[config.mk]
export PLATFORM = sky130hd
export DESIGN_NAME = sync_trigger_ctrl
export DESIGN_NICKNAME = d
export VERILOG_FILES = /design/src/rtl/sync_pkg.sv /design/src/rtl/sync_edge.sv /design/src/rtl/sync_trigger_ctrl.sv
export SDC_FILE = /design/constraint.sdc
export NUM_CORES = 1
export LEC_CHECK = 0
export ABC_CLOCK_PERIOD_IN_PS = 4950
export CORE_ASPECT_RATIO = 1.75
export CORE_UTILIZATION = 50
export CTS_BUF_LIST = sky130_fd_sc_hd__clkbuf_2
export DETAILED_ROUTE_END_ITERATION = 12
export GPL_TIMING_DRIVEN = 0
export PLACE_DENSITY = 0.84
export SYNTH_ARGS = -nofsm -noshare
export SYNTH_HDL_FRONTEND = slang
export SYNTH_SLANG_ARGS = --single-unit
[constraint.sdc]
create_clock -name clk -period 4.95 [get_ports clk]
set_input_delay 0.99 -clock clk [delete_from_list [all_inputs] [get_ports clk]]
set_output_delay 0.99 -clock clk [all_outputs]
set_load 0.02 [all_outputs]
[src/rtl/sync_pkg.sv]
// -----------------------------------------------------------------------------
// sync_pkg
// Shared definitions for the detonator trigger controller:
//   - state_e     : controller FSM state encoding
//   - FAULT_*     : sticky fault codes driven on the 'fault' output
//   - *_DEF       : default parameter values for sync_trigger_ctrl
//   - DELAY_TIMEOUT_VAL : value reported on delay_cycles after a wire timeout
// -----------------------------------------------------------------------------
package sync_pkg;

  typedef enum logic [2:0] {
    ST_IDLE       = 3'd0,
    ST_ARMED      = 3'd1,
    ST_WAIT_PHASE = 3'd2,
    ST_FIRE       = 3'd3,
    ST_WAIT_WIRE  = 3'd4
  } state_e;

  localparam logic [1:0] FAULT_NONE         = 2'd0;
  localparam logic [1:0] FAULT_NO_PHASE     = 2'd1;
  localparam logic [1:0] FAULT_WIRE_TIMEOUT = 2'd2;
  localparam logic [1:0] FAULT_ABORTED      = 2'd3;

  // 100 ns pulse, 10 ms wire window, 4 gate windows at 100 MHz.
  localparam int TRIG_PULSE_CYC_DEF   = 10;
  localparam int WIRE_TIMEOUT_CYC_DEF = 1_000_000;
  localparam int GATE_RETRY_DEF       = 4;

  localparam logic [31:0] DELAY_TIMEOUT_VAL = 32'hFFFF_FFFF;

endpackage

[src/rtl/sync_edge.sv]
// -----------------------------------------------------------------------------
// sync_edge
// Two-flop synchronizer for one asynchronous input, followed by rise/fall
// detection on the synchronized value.
// Ports:
//   clk      : system clock
//   rst_n    : asynchronous active-low reset (clears all flops)
//   i_async  : asynchronous input
//   o_level  : synchronized level
//   o_rise   : one-cycle pulse, synchronized level went 0 -> 1
//   o_fall   : one-cycle pulse, synchronized level went 1 -> 0
// -----------------------------------------------------------------------------
module sync_edge (
  input  logic clk,
  input  logic rst_n,
  input  logic i_async,
  output logic o_level,
  output logic o_rise,
  output logic o_fall
);

  logic r_meta;
  logic r_sync;
  logic r_prev;

  always_ff @(posedge clk or negedge rst_n) begin
    if (!rst_n) begin
      r_meta <= 1'b0;
      r_sync <= 1'b0;
      r_prev <= 1'b0;
    end else begin
      r_meta <= i_async;
      r_sync <= r_meta;
      r_prev <= r_sync;
    end
  end

  assign o_level = r_sync;
  assign o_rise  = r_sync & ~r_prev;
  assign o_fall  = ~r_sync & r_prev;

endmodule

[src/rtl/sync_trigger_ctrl.sv]
// -----------------------------------------------------------------------------
// sync_trigger_ctrl
// Arms on a start edge, waits for a fast-gate window, fires a fixed-width
// trigger pulse on the first phase edge inside the window, then measures the
// delay until the wire sensor responds.
// Ports:
//   clk, rst_n        : 100 MHz clock, asynchronous active-low reset
//   start_condition   : arm request (async, rising edge)
//   abort             : synchronous level abort (clk domain)
//   fast_gate         : gate window, high = open (async)
//   phase_signal      : phase reference (async, rising edge)
//   wire_sensor       : wire-break response (async, rising edge)
//   output_trigger    : detonator trigger pulse
//   busy              : high whenever the FSM is not idle
//   done              : one-cycle pulse on a wire_sensor capture
//   fault             : sticky fault code (see sync_pkg)
//   delay_cycles      : trigger-start to wire_sensor delay in clk cycles
//   o_dbg_state       : current FSM state
// -----------------------------------------------------------------------------
module sync_trigger_ctrl
  import sync_pkg::*;
#(
  parameter int TRIG_PULSE_CYC   = TRIG_PULSE_CYC_DEF,
  parameter int WIRE_TIMEOUT_CYC = WIRE_TIMEOUT_CYC_DEF,
  parameter int GATE_RETRY       = GATE_RETRY_DEF
) (
  input  logic        clk,
  input  logic        rst_n,
  input  logic        start_condition,
  input  logic        abort,
  input  logic        fast_gate,
  input  logic        phase_signal,
  input  logic        wire_sensor,
  output logic        output_trigger,
  output logic        busy,
  output logic        done,
  output logic [1:0]  fault,
  output logic [31:0] delay_cycles,
  output state_e      o_dbg_state
);

  localparam logic [31:0] PULSE_LAST   = 32'(TRIG_PULSE_CYC - 1);
  localparam logic [31:0] TIMEOUT_LAST = 32'(WIRE_TIMEOUT_CYC - 1);
  localparam logic [7:0]  RETRY_LIMIT  = 8'(GATE_RETRY);

  // Synchronized inputs
  logic w_start_lvl, w_start_rise, w_start_fall;
  logic w_gate_lvl,  w_gate_rise,  w_gate_fall;
  logic w_phase_lvl, w_phase_rise, w_phase_fall;
  logic w_wire_lvl,  w_wire_rise,  w_wire_fall;
  logic w_unused;

  sync_edge u_sync_start (
    .clk(clk), .rst_n(rst_n), .i_async(start_condition),
    .o_level(w_start_lvl), .o_rise(w_start_rise), .o_fall(w_start_fall)
  );
  sync_edge u_sync_gate (
    .clk(clk), .rst_n(rst_n), .i_async(fast_gate),
    .o_level(w_gate_lvl), .o_rise(w_gate_rise), .o_fall(w_gate_fall)
  );
  sync_edge u_sync_phase (
    .clk(clk), .rst_n(rst_n), .i_async(phase_signal),
    .o_level(w_phase_lvl), .o_rise(w_phase_rise), .o_fall(w_phase_fall)
  );
  sync_edge u_sync_wire (
    .clk(clk), .rst_n(rst_n), .i_async(wire_sensor),
    .o_level(w_wire_lvl), .o_rise(w_wire_rise), .o_fall(w_wire_fall)
  );

  assign w_unused = ^{w_start_lvl, w_start_fall, w_phase_lvl, w_phase_fall,
                      w_wire_lvl, w_wire_fall};

  state_e      r_state, w_state_nxt;
  logic [31:0] r_cnt;      // counts from 0 on the first trigger-high cycle
  logic [7:0]  r_retry;    // gate windows closed without a phase edge
  logic [1:0]  r_fault;
  logic [31:0] r_delay;
  logic        r_done;

  // FSM events. A gate fall makes the synchronized level low in the same
  // cycle, so a phase edge coinciding with a gate fall is a miss, not a fire.
  logic w_abort_evt, w_fire_evt, w_miss_evt, w_retry_out;
  logic w_pulse_end, w_capture, w_timeout;

  assign w_abort_evt = abort && (r_state != ST_IDLE);
  assign w_fire_evt  = (r_state == ST_WAIT_PHASE) && w_phase_rise && w_gate_lvl;
  assign w_miss_evt  = (r_state == ST_WAIT_PHASE) && w_gate_fall;
  assign w_retry_out = w_miss_evt && ((r_retry + 8'd1) == RETRY_LIMIT);
  assign w_pulse_end = (r_state == ST_FIRE) && (r_cnt == PULSE_LAST);
  assign w_capture   = (r_state == ST_WAIT_WIRE) && w_wire_rise;
  // Leaving on count N-1 makes the fault visible exactly N cycles after the
  // trigger went high, the same edge the counter would reach N.
  assign w_timeout   = (r_state == ST_WAIT_WIRE) && !w_wire_rise &&
                       (r_cnt == TIMEOUT_LAST);

  // State register
  always_ff @(posedge clk or negedge rst_n) begin
    if (!rst_n) r_state <= ST_IDLE;
    else        r_state <= w_state_nxt;
  end

  // Next-state logic
  always_comb begin
    w_state_nxt = r_state;
    if (w_abort_evt) begin
      w_state_nxt = ST_IDLE;
    end else begin
      case (r_state)
        ST_IDLE:       if (w_start_rise) w_state_nxt = ST_ARMED;
        ST_ARMED:      if (w_gate_rise)  w_state_nxt = ST_WAIT_PHASE;
        ST_WAIT_PHASE: begin
          if (w_fire_evt)      w_state_nxt = ST_FIRE;
          else if (w_miss_evt) w_state_nxt = w_retry_out ? ST_IDLE : ST_ARMED;
        end
        ST_FIRE:       if (w_pulse_end)  w_state_nxt = ST_WAIT_WIRE;
        ST_WAIT_WIRE:  if (w_capture || w_timeout) w_state_nxt = ST_IDLE;
        default:       w_state_nxt = ST_IDLE;
      endcase
    end
  end

  // Counters, fault and capture registers
  always_ff @(posedge clk or negedge rst_n) begin
    if (!rst_n) begin
      r_cnt   <= 32'd0;
      r_retry <= 8'd0;
      r_fault <= FAULT_NONE;
      r_delay <= 32'd0;
      r_done  <= 1'b0;
    end else begin
      r_done <= 1'b0;
      if (w_abort_evt) begin
        r_fault <= FAULT_ABORTED;
      end else begin
        if ((r_state == ST_IDLE) && w_start_rise) begin
          r_fault <= FAULT_NONE;
          r_retry <= 8'd0;
        end
        if (w_fire_evt) begin
          r_cnt <= 32'd0;
        end else if ((r_state == ST_FIRE) || (r_state == ST_WAIT_WIRE)) begin
          r_cnt <= r_cnt + 32'd1;
        end
        if (w_miss_evt) begin
          r_retry <= r_retry + 8'd1;
          if (w_retry_out) r_fault <= FAULT_NO_PHASE;
        end
        if (w_capture) begin
          r_delay <= r_cnt;
          r_done  <= 1'b1;
        end
        if (w_timeout) begin
          r_fault <= FAULT_WIRE_TIMEOUT;
          r_delay <= DELAY_TIMEOUT_VAL;
        end
      end
    end
  end

  // Outputs. Abort gates the trigger combinationally so the pulse drops in
  // the abort cycle itself rather than one edge later.
  always_comb begin
    output_trigger = 1'b0;
    busy           = 1'b0;
    if ((r_state == ST_FIRE) && !abort) output_trigger = 1'b1;
    if (r_state != ST_IDLE)             busy           = 1'b1;
  end

  assign done         = r_done;
  assign fault        = r_fault;
  assign delay_cycles = r_delay;
  assign o_dbg_state  = r_state;

endmodule

---- After elaboration in Yosys (flattened, before gate mapping) ----
Cells that the tools add are included.
word-level totals
  register bits after elaboration ......... 90
  bits of input ports ..................... 7
  logic and storage cells ................. 91
cells by class
  add/subtract/negate cells ............... 2
  equal/unequal tests ..................... 12
  multiplexer cells ....................... 24
  bitwise operators ....................... 11
  reductions and logical operators ........ 24
operators with widths
  kind                                                                     number
  32-bit 2-to-1 mux                                                        4
  32-bit by 1-bit adder with 32-bit output, second input constant          1
  32-bit by 20-bit equality test with 1-bit output, second input constant  1
  32-bit by 4-bit equality test with 1-bit output, second input constant   1
  3-bit 2-to-1 mux                                                         7
  8-bit 2-to-1 mux                                                         2
  3-bit one-hot mux with 5 select lines                                    1
  1-bit logical AND                                                        11
  2-bit 2-to-1 mux                                                         5
  8-bit by 1-bit adder with 8-bit output, second input constant            1
  8-bit by 3-bit equality test with 1-bit output, second input constant    1
  3-bit by 2-bit equality test with 1-bit output, second input constant    2
  3-bit by 2-bit != test with 1-bit output, second input constant          2
  3-bit != test, second input constant                                     2
  1-bit NOT                                                                6
  2-bit AND reduction                                                      3
  2-bit nonzero test                                                       3
  1-bit AND                                                                5
  1-bit 2-to-1 mux                                                         5
  5-bit AND reduction                                                      1
  4-bit != test, second input constant                                     1
  3-bit by 1-bit equality test with 1-bit output, second input constant    1
  3-bit equality test, second input constant                               1
  3-bit zero test                                                          1
  other kinds (3)                                                          5

---- Logic depth before layout (Yosys ltp) ----
  depth in word-level cells ............... 9
  gate-level depth with buffers ........... 7
  gate-level depth less buffers ........... 6

---- By module ----
Synthesis repeated with hierarchy kept, for this count alone.
unflattened totals
  cells, all modules ...................... 403
  area, all modules ....................... 4,196.5 sq um
by module, submodules not included
  module             instances  cells an instance  area an instance (sq um)
  sync_trigger_ctrl  1          383                3,836.2
  sync_edge          4          5                  90.1

---- Least setup slack after synthesis ----
Ideal clock, no wire load.
  kind .................................... input port to flip-flop
  start point ............................. input port abort
  end point ............................... register r_cnt[31]
  library setup time ...................... 78 ps
  arrival time ............................ 2,891 ps
  slack ................................... 1,981 ps
  cell stages on the path ................. 7
  buffers on the path ..................... 2
  cell sequence ........................... buf_6 -> or4b_4 -> o211a_4 -> or4_1 -> buf_2 -> or3_1 -> a21oi_1
between the ends
  longest elaborated chain between the ends .. 3
RTL lines
  item                                  RTL line                  RTL
  from (decl)                           sync_trigger_ctrl.sv:30   input logic abort,
  1-bit logical AND                     sync_trigger_ctrl.sv:85   assign w_abort_evt = abort && (r_state != ST_IDLE);
  1-bit NOT (no source line)            n/a
  2-bit AND reduction (no source line)  n/a
  to (signal assigned)                  sync_trigger_ctrl.sv:142  r_cnt <= r_cnt + 32'd1;
  to (decl)                             sync_trigger_ctrl.sv:74   logic [31:0] r_cnt;
Every way passes these cells.
A chain may end at the register's enable or synchronous reset.

---- Worst setup path in the final report ----
  start point ............................. register r_state[1] (netlist: o_dbg_state[1])
  end point ............................... output port output_trigger
between the ends
  longest elaborated chain between the ends .. 3
RTL lines
  item                                            RTL line                  RTL
  from (decl)                                     sync_trigger_ctrl.sv:73   state_e r_state, w_state_nxt;
  from (signal assigned)                          sync_trigger_ctrl.sv:99   else r_state <= w_state_nxt;
  3-bit by 2-bit equality test with 1-bit output  sync_trigger_ctrl.sv:165  if ((r_state == ST_FIRE) && !abort) output_trigger = 1'b1;
  1-bit logical AND                               sync_trigger_ctrl.sv:165
  1-bit 2-to-1 mux                                sync_trigger_ctrl.sv:165
  to (decl)                                       sync_trigger_ctrl.sv:34   output logic output_trigger,
Every way passes these cells.

==> flow_summary.ini <==
[power_and_ir_drop]
pwr-share-seq_pct = 54.9
swShare_pct = 27.8
p_per_area_nw_per_um2 = 303
clockPowerShare_pct = 30.9
power_switching_uw = 414
ir_drop_v = 0.000173
internal-power_uw = 1070
pwr-share-comb_pct = 14.2
cellLeakagePower_uw = 0.00212

[placement]
post-place-ws_ns = 1.79
place_hpwl_mm = 6.74
gp_congestion = 0.887
port_buffers = 45

[setup_path]
r2r_start = r_cnt[6]
endpoint_kind = output pin
critPathKind = flip-flop to output pin
cp-startpoint = o_dbg_state[1]
arrival_ns = 2.38
start_kind = flip-flop
critPathMaxFanout = 10
cp.required_ns = 3.96

[global_route]
grt_usage_pct = 23.3
grt_pass1_vias = 3387
grt_overflow = 0
antenna_found_initial = 1
grt_max_degree = 55
grt_pass1_wl_mm = 15.6

[yosys]
synth_edf_count = 0
syn-mean-instance-area_sq_um = 10.1
synth_nets = 426
synth_flop_cell = dfrtp_1
yosysMostFrequentCell = dfrtp_1
yosys_warnings = 0
yosys-top-cells-count = dfrtp_1 (90), nand2_1 (49), nand3_1 (34)
ys_async_sr_fraction_pct = 100
netlist_area_sq_um = 4170
seq_area_frac_synth_pct = 54.0
synthTopCellsByArea = dfrtp_1 (54%), nand2_1 (4.4%), nand3_1 (4.1%)
synth_top_area_share_pct = 54.0
yosysUniqueCellTypes = 50
synth_area_leader_cell = dfrtp_1
synth_seq_cells = 90
netlist_instances = 415

[status]
status = finished, violations left
violations = DRC

[die]
fp-row-count = 43
die_y_microns = 123
core_sq_um = 8020
ios = 47
die_w_microns = 71.0
dieArea_sq_um = 8730
start_util_pct = 52.0

[finish]
fin_nets = 483
syn2layout_area_growth_pct = 17.9
drive_gt1_share_pct = 5.87

[clocking]
cts.sinks = 90
cts_root_buf = clkbuf_2
cts_tree = done
clk_latency_ns = 0.56
htreeDepth = 3
clockBufferDepth = 2
cts_buffers = 9
post_cts_buffers = 0
clkSlewWorstSetupHoldPaths_ns = 0.23
hold_buffers = 0
postCtsResizedCells = 0

[detailed_routing]
initialDrtViolationCount = 218
ant_nets = 0
num_vias = 3401
vias_per_cell = 5.99
routed_wl_mm = 9.32
wire_per_inst_microns = 16.4
firstDrtPassIters = 11
drc_errors = 6

[timing]
whs_ns = 0.335
worst_pin_slew_ns = 0.646
period_share_pct = 68.1
drv_slew = 0
setup_violations = 0
skew_ns = 0.0208
worst_slack_ns = 1.58
setup_tns_ns = 0
fin_crit_ns = 3.37
slew_headroom_pct = 56.5
max_freq_mhz = 297
rsz0062_at_grt = no
finalHoldViolCount = 0

[min_path]
hold_class = input port to asynchronous set/reset pin

[run]
maxCapViolations = 0
cell type report:
class                           count  area [sq um]
Timing Repair Buffer               46           475
Clock buffer                       10          50.0
Multi-Input combinational cell    291          1770
Sequential cell                    90          2250
Antenna cell                        1          2.50
Clock inverter                      6           105
Fill cell                         660          3100
Buffer                             20          93.8
Inverter                           14          52.6
Tap cell                           90           113
critical path, cell delays in order (launching register included):
cell             delay, ns
dfrtp_1               0.45
clkbuf_1              0.33
nand4bb_1             0.25
inv_1                 0.15
clkdlybuf4s50_1       0.63
state kept, by name (all words and copies together) (netlist names), 2 cells and up:
register / cells
r_cnt: 32
delay_cycles: 32
fault: 2
r_retry: 8
o_dbg_state: 3
layout by cell type, fill, tap and decap left out, types with 3 or more instances in the layout:
| cell type | n |
|---|---|
| nand4_1 | 8 |
| nor3_1 | 6 |
| inv_1 | 13 |
| o21ai_0 | 18 |
| clkdlybuf4s50_1 | 44 |
| buf_2 | 3 |
| clkinv_1 | 3 |
| and3_1 | 5 |
| o22a_1 | 15 |
| o31ai_1 | 6 |
| nor3b_1 | 3 |
| nor4_1 | 12 |
| ha_1 | 4 |
| or4_1 | 10 |
| clkbuf_2 | 10 |
| nand2b_1 | 6 |
| xor2_1 | 5 |
| or3_1 | 9 |
| bufinv_16 | 3 |
| clkbuf_1 | 13 |
| dfrtp_1 | 90 |
| nand2_1 | 49 |
| a21oi_1 | 17 |
| xnor2_1 | 16 |
| a2bb2oi_1 | 4 |
| nor2_1 | 26 |
| nand3_1 | 34 |
| and4_1 | 6 |
final timing paths:
kind / endpoint / cells past startpoint / slack [ns]
worst min register to register: u_sync_phase.o_level / 0 / 0.38
worst min-delay path: r_retry[4] / 1 / 0.33
worst max register to register: delay_cycles[21] / 6 / 2.18
worst max-delay path: output_trigger / 4 / 1.58
max in group asynchronous: r_cnt[24] / 2 / 3.97
min in group clk: u_sync_phase.o_level / 0 / 0.38
power groups by stage:
stage	sequential [uW]	combinational [uW]	clock (uW)
after floorplan	836	108	0
after global routing	823	230	496
final	817	211	460
after CTS	816	212	468
after detailed placement	829	211	0
after global placement	829	203	0
cells by family after synthesis:
group,share of synthesized area (%)
AND/OR/NAND/NOR,24.3
flip-flops,54.0
AO/OA/AOI/OAI,12.6
buffers and inverters,3.51
XOR/XNOR,4.41
adder cells (fa/ha/maj),1.20
through the flow:
| stage | power, uW | utilization [%] | std cells | area, sq um |
|---|---|---|---|---|
| after CTS | 1500 | 61.3 | 567 | 4910 |
| after floorplan | 944 | - | 415 | 4170 |
| after global placement | 1030 | 59.1 | 550 | 4730 |
| after detailed placement | 1040 | 59.4 | 551 | 4760 |
| after global routing | 1550 | 61.3 | 568 | 4920 |
| final | 1490 | 61.3 | 568 | 4920 |
metal layers:
layer	track usage, %	vias to the layer above	wire length [microns]	share of wire [%]
met5	0	-	0	0
met4	13.1	0	289	3.1
met3	5.17	27	409	4.4
met2	39.4	114	4810	52
met1	27.2	1654	3810	41
li1	-	1606	-	-
No activity file was read; power rests on OpenSTA's default activity.
